**config.mk**
```make
export PLATFORM = sky130hd
export DESIGN_NAME = pong_ball_ctrl_flat
export DESIGN_NICKNAME = d
export VERILOG_FILES = /design/src/rtl/pong_ball_if.sv /design/src/rtl/pong_ball_ctrl.sv /design/src/flat_wrapper.sv
export SDC_FILE = /design/constraint.sdc
export NUM_CORES = 1
export LEC_CHECK = 0
export CORE_MARGIN = 5
export CORE_UTILIZATION = 40
export DETAILED_ROUTE_END_ITERATION = 8
export PLACE_DENSITY_LB_ADDON = 0.3
export SLEW_MARGIN = 20
export SYNTH_ARGS = -nofsm -noshare
export SYNTH_HDL_FRONTEND = slang
export SYNTH_SLANG_ARGS = --single-unit
```
**constraint.sdc**
```tcl
create_clock -name clk -period 6.7 [get_ports clk]
set_input_delay 1.675 -clock clk [delete_from_list [all_inputs] [get_ports clk]]
set_output_delay 1.675 -clock clk [all_outputs]
set_load 0.01 [all_outputs]
```
**src/rtl/pong_ball_if.sv**
```systemverilog
// Frame-level signals between the ball controller, its frame/collision sources
// and the ball sprite / score display consumers.
interface pong_ball_if;
  logic       vsync_i;
  logic       collision_i;
  logic       start_i;
  logic [9:0] ball_x_o;
  logic [9:0] ball_y_o;
  logic [3:0] score_1_o;
  logic [3:0] score_2_o;
  logic       point_1_o;
  logic       point_2_o;
  logic       game_over_o;

  modport master (
    output vsync_i, collision_i, start_i,
    input  ball_x_o, ball_y_o, score_1_o, score_2_o,
    input  point_1_o, point_2_o, game_over_o
  );

  modport slave (
    input  vsync_i, collision_i, start_i,
    output ball_x_o, ball_y_o, score_1_o, score_2_o,
    output point_1_o, point_2_o, game_over_o
  );
endinterface

```
**src/rtl/pong_ball_ctrl.sv**
```systemverilog
// Pong ball motion and scoring: once per frame (vsync falling edge) reflects,
// moves or recentres the ball and keeps both scores until one side wins.
module pong_ball_ctrl #(
  parameter int H_ACTIVE     = 640,
  parameter int V_ACTIVE     = 480,
  parameter int BALL_SIZE    = 8,
  parameter int SPEED_X      = 2,
  parameter int SPEED_Y      = 2,
  parameter int PADDLE_ZONE  = 24,
  parameter int SERVE_FRAMES = 60,
  parameter int MAX_SCORE    = 9
) (
  input  logic         clk,
  input  logic         rst,
  pong_ball_if.slave   pb
);

  localparam int CNT_W = (SERVE_FRAMES > 1) ? $clog2(SERVE_FRAMES) : 1;

  localparam logic [9:0]  X_CTR    = 10'((H_ACTIVE - BALL_SIZE) / 2);
  localparam logic [9:0]  Y_CTR    = 10'((V_ACTIVE - BALL_SIZE) / 2);
  localparam logic [9:0]  SX10     = 10'(SPEED_X);
  localparam logic [10:0] SX11     = 11'(SPEED_X);
  localparam logic [10:0] BS11     = 11'(BALL_SIZE);
  localparam logic [10:0] HA11     = 11'(H_ACTIVE);
  localparam logic [10:0] PZ_L11   = 11'(PADDLE_ZONE);
  localparam logic [10:0] PZ_R11   = 11'(H_ACTIVE - PADDLE_ZONE);
  localparam logic [10:0] Y_MID11  = 11'(V_ACTIVE / 2);
  localparam logic signed [11:0] SY12   = 12'(SPEED_Y);
  localparam logic signed [11:0] YMAX12 = 12'(V_ACTIVE - BALL_SIZE);
  localparam logic [3:0]  MAX4     = 4'(MAX_SCORE);
  localparam logic [CNT_W-1:0] SERVE_LAST = CNT_W'(SERVE_FRAMES - 1);

  typedef enum logic [1:0] {
    ST_SERVE,
    ST_PLAY,
    ST_GAME_OVER
  } state_e;

  state_e           state_q;
  logic             vsync_q;
  logic [CNT_W-1:0] serve_cnt_q;
  logic             dir_x_q;   // 1 = moving left
  logic             dir_y_q;   // 1 = moving up
  logic [9:0]       ball_x_q;
  logic [9:0]       ball_y_q;
  logic [3:0]       score_1_q;
  logic [3:0]       score_2_q;
  logic             point_1_q;
  logic             point_2_q;
  logic             game_over_q;

  logic                tick;
  logic [10:0]         x11;
  logic [10:0]         y11;
  logic                dir_x_d;
  logic                dir_y_d;
  logic                miss_l;
  logic                miss_r;
  logic [9:0]          ball_x_d;
  logic signed [11:0]  y_mv;
  logic [9:0]          ball_y_d;
  logic                y_clamp_hit;

  function automatic logic [9:0] clamp_y(input logic signed [11:0] y);
    if (y < 12'sd0)
      return 10'd0;
    else if (y > YMAX12)
      return 10'(YMAX12);
    else
      return 10'(y);
  endfunction

  function automatic logic clamp_hit(input logic signed [11:0] y);
    return (y < 12'sd0) || (y > YMAX12);
  endfunction

  assign tick = vsync_q & ~pb.vsync_i;
  assign x11  = {1'b0, ball_x_q};
  assign y11  = {1'b0, ball_y_q};

  // Reflection first (anti-stick: only when moving into the surface), then
  // miss detection against the reflected direction, then the candidate move.
  always_comb begin
    dir_x_d = dir_x_q;
    dir_y_d = dir_y_q;
    if (pb.collision_i && (x11 < PZ_L11) && dir_x_q)
      dir_x_d = 1'b0;
    else if (pb.collision_i && (x11 + BS11 > PZ_R11) && !dir_x_q)
      dir_x_d = 1'b1;
    else if (pb.collision_i && (y11 < Y_MID11) && dir_y_q)
      dir_y_d = 1'b0;
    else if (pb.collision_i && (y11 >= Y_MID11) && !dir_y_q)
      dir_y_d = 1'b1;

    miss_l = dir_x_d && (x11 <= SX11);
    miss_r = !dir_x_d && (x11 + BS11 + SX11 >= HA11);

    ball_x_d    = dir_x_d ? (ball_x_q - SX10) : (ball_x_q + SX10);
    y_mv        = dir_y_d ? ($signed({2'b00, ball_y_q}) - SY12)
                          : ($signed({2'b00, ball_y_q}) + SY12);
    ball_y_d    = clamp_y(y_mv);
    y_clamp_hit = clamp_hit(y_mv);
  end

  always_ff @(posedge clk) begin
    if (rst) begin
      state_q     <= ST_SERVE;
      vsync_q     <= 1'b0;
      serve_cnt_q <= '0;
      dir_x_q     <= 1'b0;
      dir_y_q     <= 1'b0;
      ball_x_q    <= X_CTR;
      ball_y_q    <= Y_CTR;
      score_1_q   <= 4'd0;
      score_2_q   <= 4'd0;
      point_1_q   <= 1'b0;
      point_2_q   <= 1'b0;
      game_over_q <= 1'b0;
    end else begin
      vsync_q   <= pb.vsync_i;
      point_1_q <= 1'b0;
      point_2_q <= 1'b0;
      case (state_q)
        ST_SERVE: begin
          if (tick) begin
            if (serve_cnt_q == SERVE_LAST) begin
              serve_cnt_q <= '0;
              state_q     <= ST_PLAY;
            end else begin
              serve_cnt_q <= serve_cnt_q + 1'b1;
            end
          end
        end
        ST_PLAY: begin
          if (tick) begin
            dir_x_q <= dir_x_d;
            dir_y_q <= dir_y_d;
            if (miss_l) begin
              score_2_q <= score_2_q + 4'd1;
              point_2_q <= 1'b1;
              ball_x_q  <= X_CTR;
              ball_y_q  <= Y_CTR;
              dir_x_q   <= 1'b1;
              if (score_2_q + 4'd1 == MAX4) begin
                state_q     <= ST_GAME_OVER;
                game_over_q <= 1'b1;
              end else begin
                state_q <= ST_SERVE;
              end
            end else if (miss_r) begin
              score_1_q <= score_1_q + 4'd1;
              point_1_q <= 1'b1;
              ball_x_q  <= X_CTR;
              ball_y_q  <= Y_CTR;
              dir_x_q   <= 1'b0;
              if (score_1_q + 4'd1 == MAX4) begin
                state_q     <= ST_GAME_OVER;
                game_over_q <= 1'b1;
              end else begin
                state_q <= ST_SERVE;
              end
            end else begin
              ball_x_q <= ball_x_d;
              ball_y_q <= ball_y_d;
              if (y_clamp_hit)
                dir_y_q <= ~dir_y_d;
            end
          end
        end
        ST_GAME_OVER: begin
          if (pb.start_i) begin
            score_1_q   <= 4'd0;
            score_2_q   <= 4'd0;
            game_over_q <= 1'b0;
            serve_cnt_q <= '0;
            state_q     <= ST_SERVE;
          end
        end
        default: state_q <= ST_SERVE;
      endcase
    end
  end

  assign pb.ball_x_o    = ball_x_q;
  assign pb.ball_y_o    = ball_y_q;
  assign pb.score_1_o   = score_1_q;
  assign pb.score_2_o   = score_2_q;
  assign pb.point_1_o   = point_1_q;
  assign pb.point_2_o   = point_2_q;
  assign pb.game_over_o = game_over_q;

endmodule

```
**src/flat_wrapper.sv**
```systemverilog
// flat-port wrapper written by rule: the top's interface ports become plain ports
module pong_ball_ctrl_flat 
#(
  parameter int H_ACTIVE     = 640,
  parameter int V_ACTIVE     = 480,
  parameter int BALL_SIZE    = 8,
  parameter int SPEED_X      = 2,
  parameter int SPEED_Y      = 2,
  parameter int PADDLE_ZONE  = 24,
  parameter int SERVE_FRAMES = 60,
  parameter int MAX_SCORE    = 9
)
  (clk, rst, pb_vsync_i, pb_collision_i, pb_start_i, pb_ball_x_o, pb_ball_y_o, pb_score_1_o, pb_score_2_o, pb_point_1_o, pb_point_2_o, pb_game_over_o);
  pong_ball_if pb_i ();
  input  logic clk;
  input  logic rst;
  input wire logic [$bits(pb_i.vsync_i)-1:0] pb_vsync_i;
  input wire logic [$bits(pb_i.collision_i)-1:0] pb_collision_i;
  input wire logic [$bits(pb_i.start_i)-1:0] pb_start_i;
  output wire logic [$bits(pb_i.ball_x_o)-1:0] pb_ball_x_o;
  output wire logic [$bits(pb_i.ball_y_o)-1:0] pb_ball_y_o;
  output wire logic [$bits(pb_i.score_1_o)-1:0] pb_score_1_o;
  output wire logic [$bits(pb_i.score_2_o)-1:0] pb_score_2_o;
  output wire logic [$bits(pb_i.point_1_o)-1:0] pb_point_1_o;
  output wire logic [$bits(pb_i.point_2_o)-1:0] pb_point_2_o;
  output wire logic [$bits(pb_i.game_over_o)-1:0] pb_game_over_o;
  assign pb_i.vsync_i = pb_vsync_i;
  assign pb_i.collision_i = pb_collision_i;
  assign pb_i.start_i = pb_start_i;
  assign pb_ball_x_o = pb_i.ball_x_o;
  assign pb_ball_y_o = pb_i.ball_y_o;
  assign pb_score_1_o = pb_i.score_1_o;
  assign pb_score_2_o = pb_i.score_2_o;
  assign pb_point_1_o = pb_i.point_1_o;
  assign pb_point_2_o = pb_i.point_2_o;
  assign pb_game_over_o = pb_i.game_over_o;
  pong_ball_ctrl #(.H_ACTIVE(H_ACTIVE), .V_ACTIVE(V_ACTIVE), .BALL_SIZE(BALL_SIZE), .SPEED_X(SPEED_X), .SPEED_Y(SPEED_Y), .PADDLE_ZONE(PADDLE_ZONE), .SERVE_FRAMES(SERVE_FRAMES), .MAX_SCORE(MAX_SCORE)) u_core (.clk(clk), .rst(rst), .pb(pb_i));
endmodule
```
==> results.md <==
Power:
- For this design the static power due to leakage is 1.242 nW.
- The power after layout is 0.4061 mW.
- Dividing total power by cell area gives a power density of 115.3 nW/um2.
- VDD sags by at most 0.1257 mV.

Place:
- The congestion estimate from routability-driven global placement came to 0.9392.
- Detailed placement finished with a half-perimeter wire length of 5689 um.
- Input and output buffers added on the ports amount to 33.

Critical path:
- The cell at the slowest stage of the critical path is sky130_fd_sc_hd__o21ai_0.
- The setup check on the worst reg-to-reg path leaves a slack of 2.51 ns.
- The number of cells on the worst reg-to-reg path is 10.
- The destination of the critical timing path is u_core.pb.ball_y_o[2]$_SDFFE_PP1P_.
- By instance count, the cell type seen most on the critical path is sky130_fd_sc_hd__nand2_1.
- The worst setup path is launched from a flop.
- The data arrival time of the critical path is 4.32 ns.
- Counting buffers and inverters, the worst setup path is 10 cells deep.
- The worst path buffer plus inverter count is 1.
- The origin of the worst setup path is u_core.pb.ball_x_o[3]$_SDFFE_PP1P_.
- The top cell family by delay on the critical path is compound AO/OA/AOI/OAI gates.
- In this run the critical register-to-register path is launched from u_core.pb.ball_x_o[3]$_SDFFE_PP1P_.
- The type of element capturing the critical path is a flop.
- Along the worst path, the maximum fanout reaches 16.
- The worst register-to-register path ends at u_core.pb.ball_y_o[2]$_SDFFE_PP1P_.
- The critical path goes through ha_1 -> inv_1 -> or3_1 -> and2_1 -> nand4_1 -> nand2_1 -> o21ai_0 -> nand2_1 -> a21oi_1 -> o221ai_1.
- Data on the critical path is required at its endpoint by 6.83 ns.
- The critical path's largest stage delay is 0.70 ns.
- The type of the worst setup path is flop to flop.

STA:
- The final critical-path required period is 4.189 ns.
- Setup violations remaining at the end of the flow were counted as 0.
- Summed over all failing endpoints, the final setup total negative slack is 0 ns.
- The worst-margin pin slew is 1.017 ns.
- Of the available clock period, the critical path in the final layout requires 62.52%.
- The max-slew violation total from the final report is 0.
- The maximum clock frequency is 238.7 MHz.
- The number of hold violations in the final report is 0.
- The relative slew slack is 32.02%.
- The worst hold slack is 0.4953 ns.
- Setup repair after global routing left no endpoint under its margin.
- Across the routed clock network, the largest skew measured is 0.009812 ns.

Logic synthesis:
- The average instance area after synthesis is 7.507 um2.
- Among all flip-flop cells after synthesis, the most frequent one is sky130_fd_sc_hd__dfxtp_1.
- Counting flops with a built-in enable in the synthesized netlist gives 0.
- The number of distinct library cells after synthesis is 69.
- After synthesis the netlist holds a flip-flop and latch count of 40.
- Synthesis produced a netlist whose cell count is 411.
- After synthesis, flip-flops and latches occupy 25.95% of the total area.
- The share of flip-flops with an asynchronous set or reset is 0%.
- The post-synthesis instance area is 3085 um2.
- The synthesis warning total is 0.

Hold path:
- In this run the worst hold path is classified as flop to flop.
- The startpoint identified for the worst hold timing path is u_core.serve_cnt_q[5]$_SDFFE_PP0P_.

Finish:
- For this run, the post-layout net count is 449.
- The layout overhead on the synthesized area is 14.19%.
- Once layout is complete, the utilization of the core stands at 46.32%.
- The share of cells above drive strength 1 is 5.594%.
- The number of antenna diodes in the final layout is 0.

GRT:
- The remaining global-route overflow is 0.
- The maximum number of pins on one net before global-route repair is 27.
- The wire length of the first global-routing pass is 12980 um.
- The number of global-route vias before repair is 2686.
- The aggregate global-route resource usage is 15.81%.
- The initial antenna violation count is 0.

Detailed routing:
- The count of nets left with antenna violations once routing finished came out at 0.
- After detailed routing, the number of remaining DRC violations is 0.
- The detail-routed net length per standard cell is 14.58 um.
- The final routed wirelength across all metal layers is 7741 um.
- The number of detailed-route iterations in the first pass is 4.
- The total number of vias is 3083.
- The number of design-rule violations left by the first detailed-router iteration is 304.
- Using the TritonRoute via totals, the vias-per-cell ratio works out to 5.806.

CTS:
- The number of clock sinks seen by CTS is 40.
- The insertion delay to the later sink of the worst-skew pair is 0.29 ns.
- After clock tree synthesis, the clock-pin slew on the worst setup and hold paths is 0.08 ns.
- The clock tree from TritonCTS is yes.
- For this design, the CTS-stage hold fixing added 0 buffers.
- Counting along the longest clock path gives a buffer depth of 2.
- TritonCTS created 5 clock buffers.
- The H-tree was split into 2 levels.
- Once the clock tree was built, the resizer swapped 0 gates to a different size.
- The cell at the root of the clock tree is sky130_fd_sc_hd__clkbuf_8.
- The buffers inserted during post-CTS setup optimization is 0.

Floorplanning:
- Once the floorplan was initialized, standard cells occupied 40.56% of the core.
- The floorplan core area is 7607 um2.
- The overall die area is 9570 um2.
- In this run the vertical extent of the chip is 97.83 um.
- 36 I/O pins were placed.
- The initialized floorplan defines 32 standard-cell rows.
- The chip width is 97.83 um.

Flow run:
- The tool flagged a number of max-cap violations equal to 0.

Run status:
- The run finished with clean final reports.
-- report_power, final --
part,internal [mW],leakage (nW),switching (mW)
logic,0.00541,0.878,0.0104
clock network,0.0708,0.0410,0.0805
registers,0.238,0.323,0.000653
-- cells by family (layout without fill, tap and decap cells) --
group,after synthesis,count (layout),synth area share [%]
other,1,2,0.1215
flip-flops,40,40,25.95
AO/OA/AOI/OAI,115,115,27.01
buffers and inverters,40,57,5.474
AND/OR/NAND/NOR,181,181,29.85
multiplexers,3,3,0.9733
adder cells (fa/ha/maj),15,15,6.083
XOR/XNOR,16,16,4.542
-- worst register-to-register path, delay by kind of cell (launching register included) --
family,cells,cell delay [ns]
flops,1,0.66
fa+ha+maj,1,0.46
buf+inv,1,0.15
compound gates,3,1.60
simple gates,5,1.16
-- synthesized netlist by cell type (3+ instances only) --
cell,count,area share [%]
sky130_fd_sc_hd__a211o_1,3,0.85
sky130_fd_sc_hd__a211oi_1,10,2.4
sky130_fd_sc_hd__a21o_1,5,1.2
sky130_fd_sc_hd__a21oi_1,27,4.4
sky130_fd_sc_hd__a31oi_1,7,1.4
sky130_fd_sc_hd__and2_1,10,2.0
sky130_fd_sc_hd__and3_1,7,1.4
sky130_fd_sc_hd__buf_2,3,0.49
sky130_fd_sc_hd__clkbuf_1,17,2.1
sky130_fd_sc_hd__dfxtp_1,40,26
sky130_fd_sc_hd__ha_1,15,6.1
sky130_fd_sc_hd__inv_1,16,1.9
sky130_fd_sc_hd__mux2i_1,3,0.97
sky130_fd_sc_hd__nand2_1,38,4.6
sky130_fd_sc_hd__nand2b_1,4,0.81
sky130_fd_sc_hd__nand3_1,13,2.1
sky130_fd_sc_hd__nand3b_1,3,0.73
sky130_fd_sc_hd__nand4_1,10,2.0
sky130_fd_sc_hd__nor2_1,48,5.8
sky130_fd_sc_hd__nor3_1,14,2.3
sky130_fd_sc_hd__nor4_1,4,0.81
sky130_fd_sc_hd__o211ai_1,5,1.2
sky130_fd_sc_hd__o21a_1,3,0.73
sky130_fd_sc_hd__o21ai_0,17,2.8
sky130_fd_sc_hd__o21ai_1,3,0.49
sky130_fd_sc_hd__or2_2,5,1.0
sky130_fd_sc_hd__or3_1,9,1.8
sky130_fd_sc_hd__or4_1,4,0.97
sky130_fd_sc_hd__xnor2_1,13,3.7
sky130_fd_sc_hd__xor2_1,3,0.85
-- cell type report --
type	count	area, um2
Clock inverter	1	5.005
Inverter	16	60.06
Sequential cell	40	800.8
Multi-Input combinational cell	332	2120
Tap cell	102	127.6
Fill cell	767	4084
Clock buffer	6	72.57
Timing Repair Buffer	34	337.8
-- cell usage in the layout, fill, tap and decap left out, drive strengths merged, types with 4 or more instances in the layout --
cell           count
nor2              48
dfxtp             40
nand2             38
clkdlybuf4s50     33
a21oi             29
o21ai             22
inv               16
ha                15
nor3              14
nand3             13
xnor2             13
a211oi            11
nand4             10
and2              10
or3                9
and3               8
a31oi              7
clkbuf             6
o211ai             5
or2                5
a21o               5
or4                5
nor4               4
nand2b             4
-- worst min-delay path by stage --
stage / endpoint / slack (ns) / depth (start not counted)
floorplan: u_core.serve_cnt_q[5]$_SDFFE_PP0P_ / 0.45 / 1
global placement: u_core.serve_cnt_q[5]$_SDFFE_PP0P_ / 0.46 / 1
detailed placement: u_core.serve_cnt_q[5]$_SDFFE_PP0P_ / 0.48 / 1
CTS: u_core.serve_cnt_q[5]$_SDFFE_PP0P_ / 0.49 / 1
global route: u_core.serve_cnt_q[5]$_SDFFE_PP0P_ / 0.51 / 1
finish: u_core.serve_cnt_q[5]$_SDFFE_PP0P_ / 0.50 / 1
-- flip-flops by register name (all words and copies together) (netlist names), 2 cells and up --
name                 count
u_core.serve_cnt_q       6
u_core.pb.ball_y_o       9
u_core.state_q           2
u_core.pb.score_2_o      4
u_core.pb.score_1_o      4
u_core.pb.ball_x_o       9
-- stage by stage --
step	worst slack, ns	cells	instance area (um2)
final	2.511	531	3523
after global routing	2.074	531	3523
after CTS	2.505	531	3523
after detailed placement	2.285	524	3446
after global placement	2.338	524	3446
after floorplan	3.047	412	3089
-- metal layers --
metal | wire length [um] | track usage (%)
met2 | 3586 | 25.76
met3 | 370 | 2.429
met4 | 78 | 3.727
met5 | 0 | 0
met1 | 3705 | 21.96
Power figures use the tool's default switching activity.
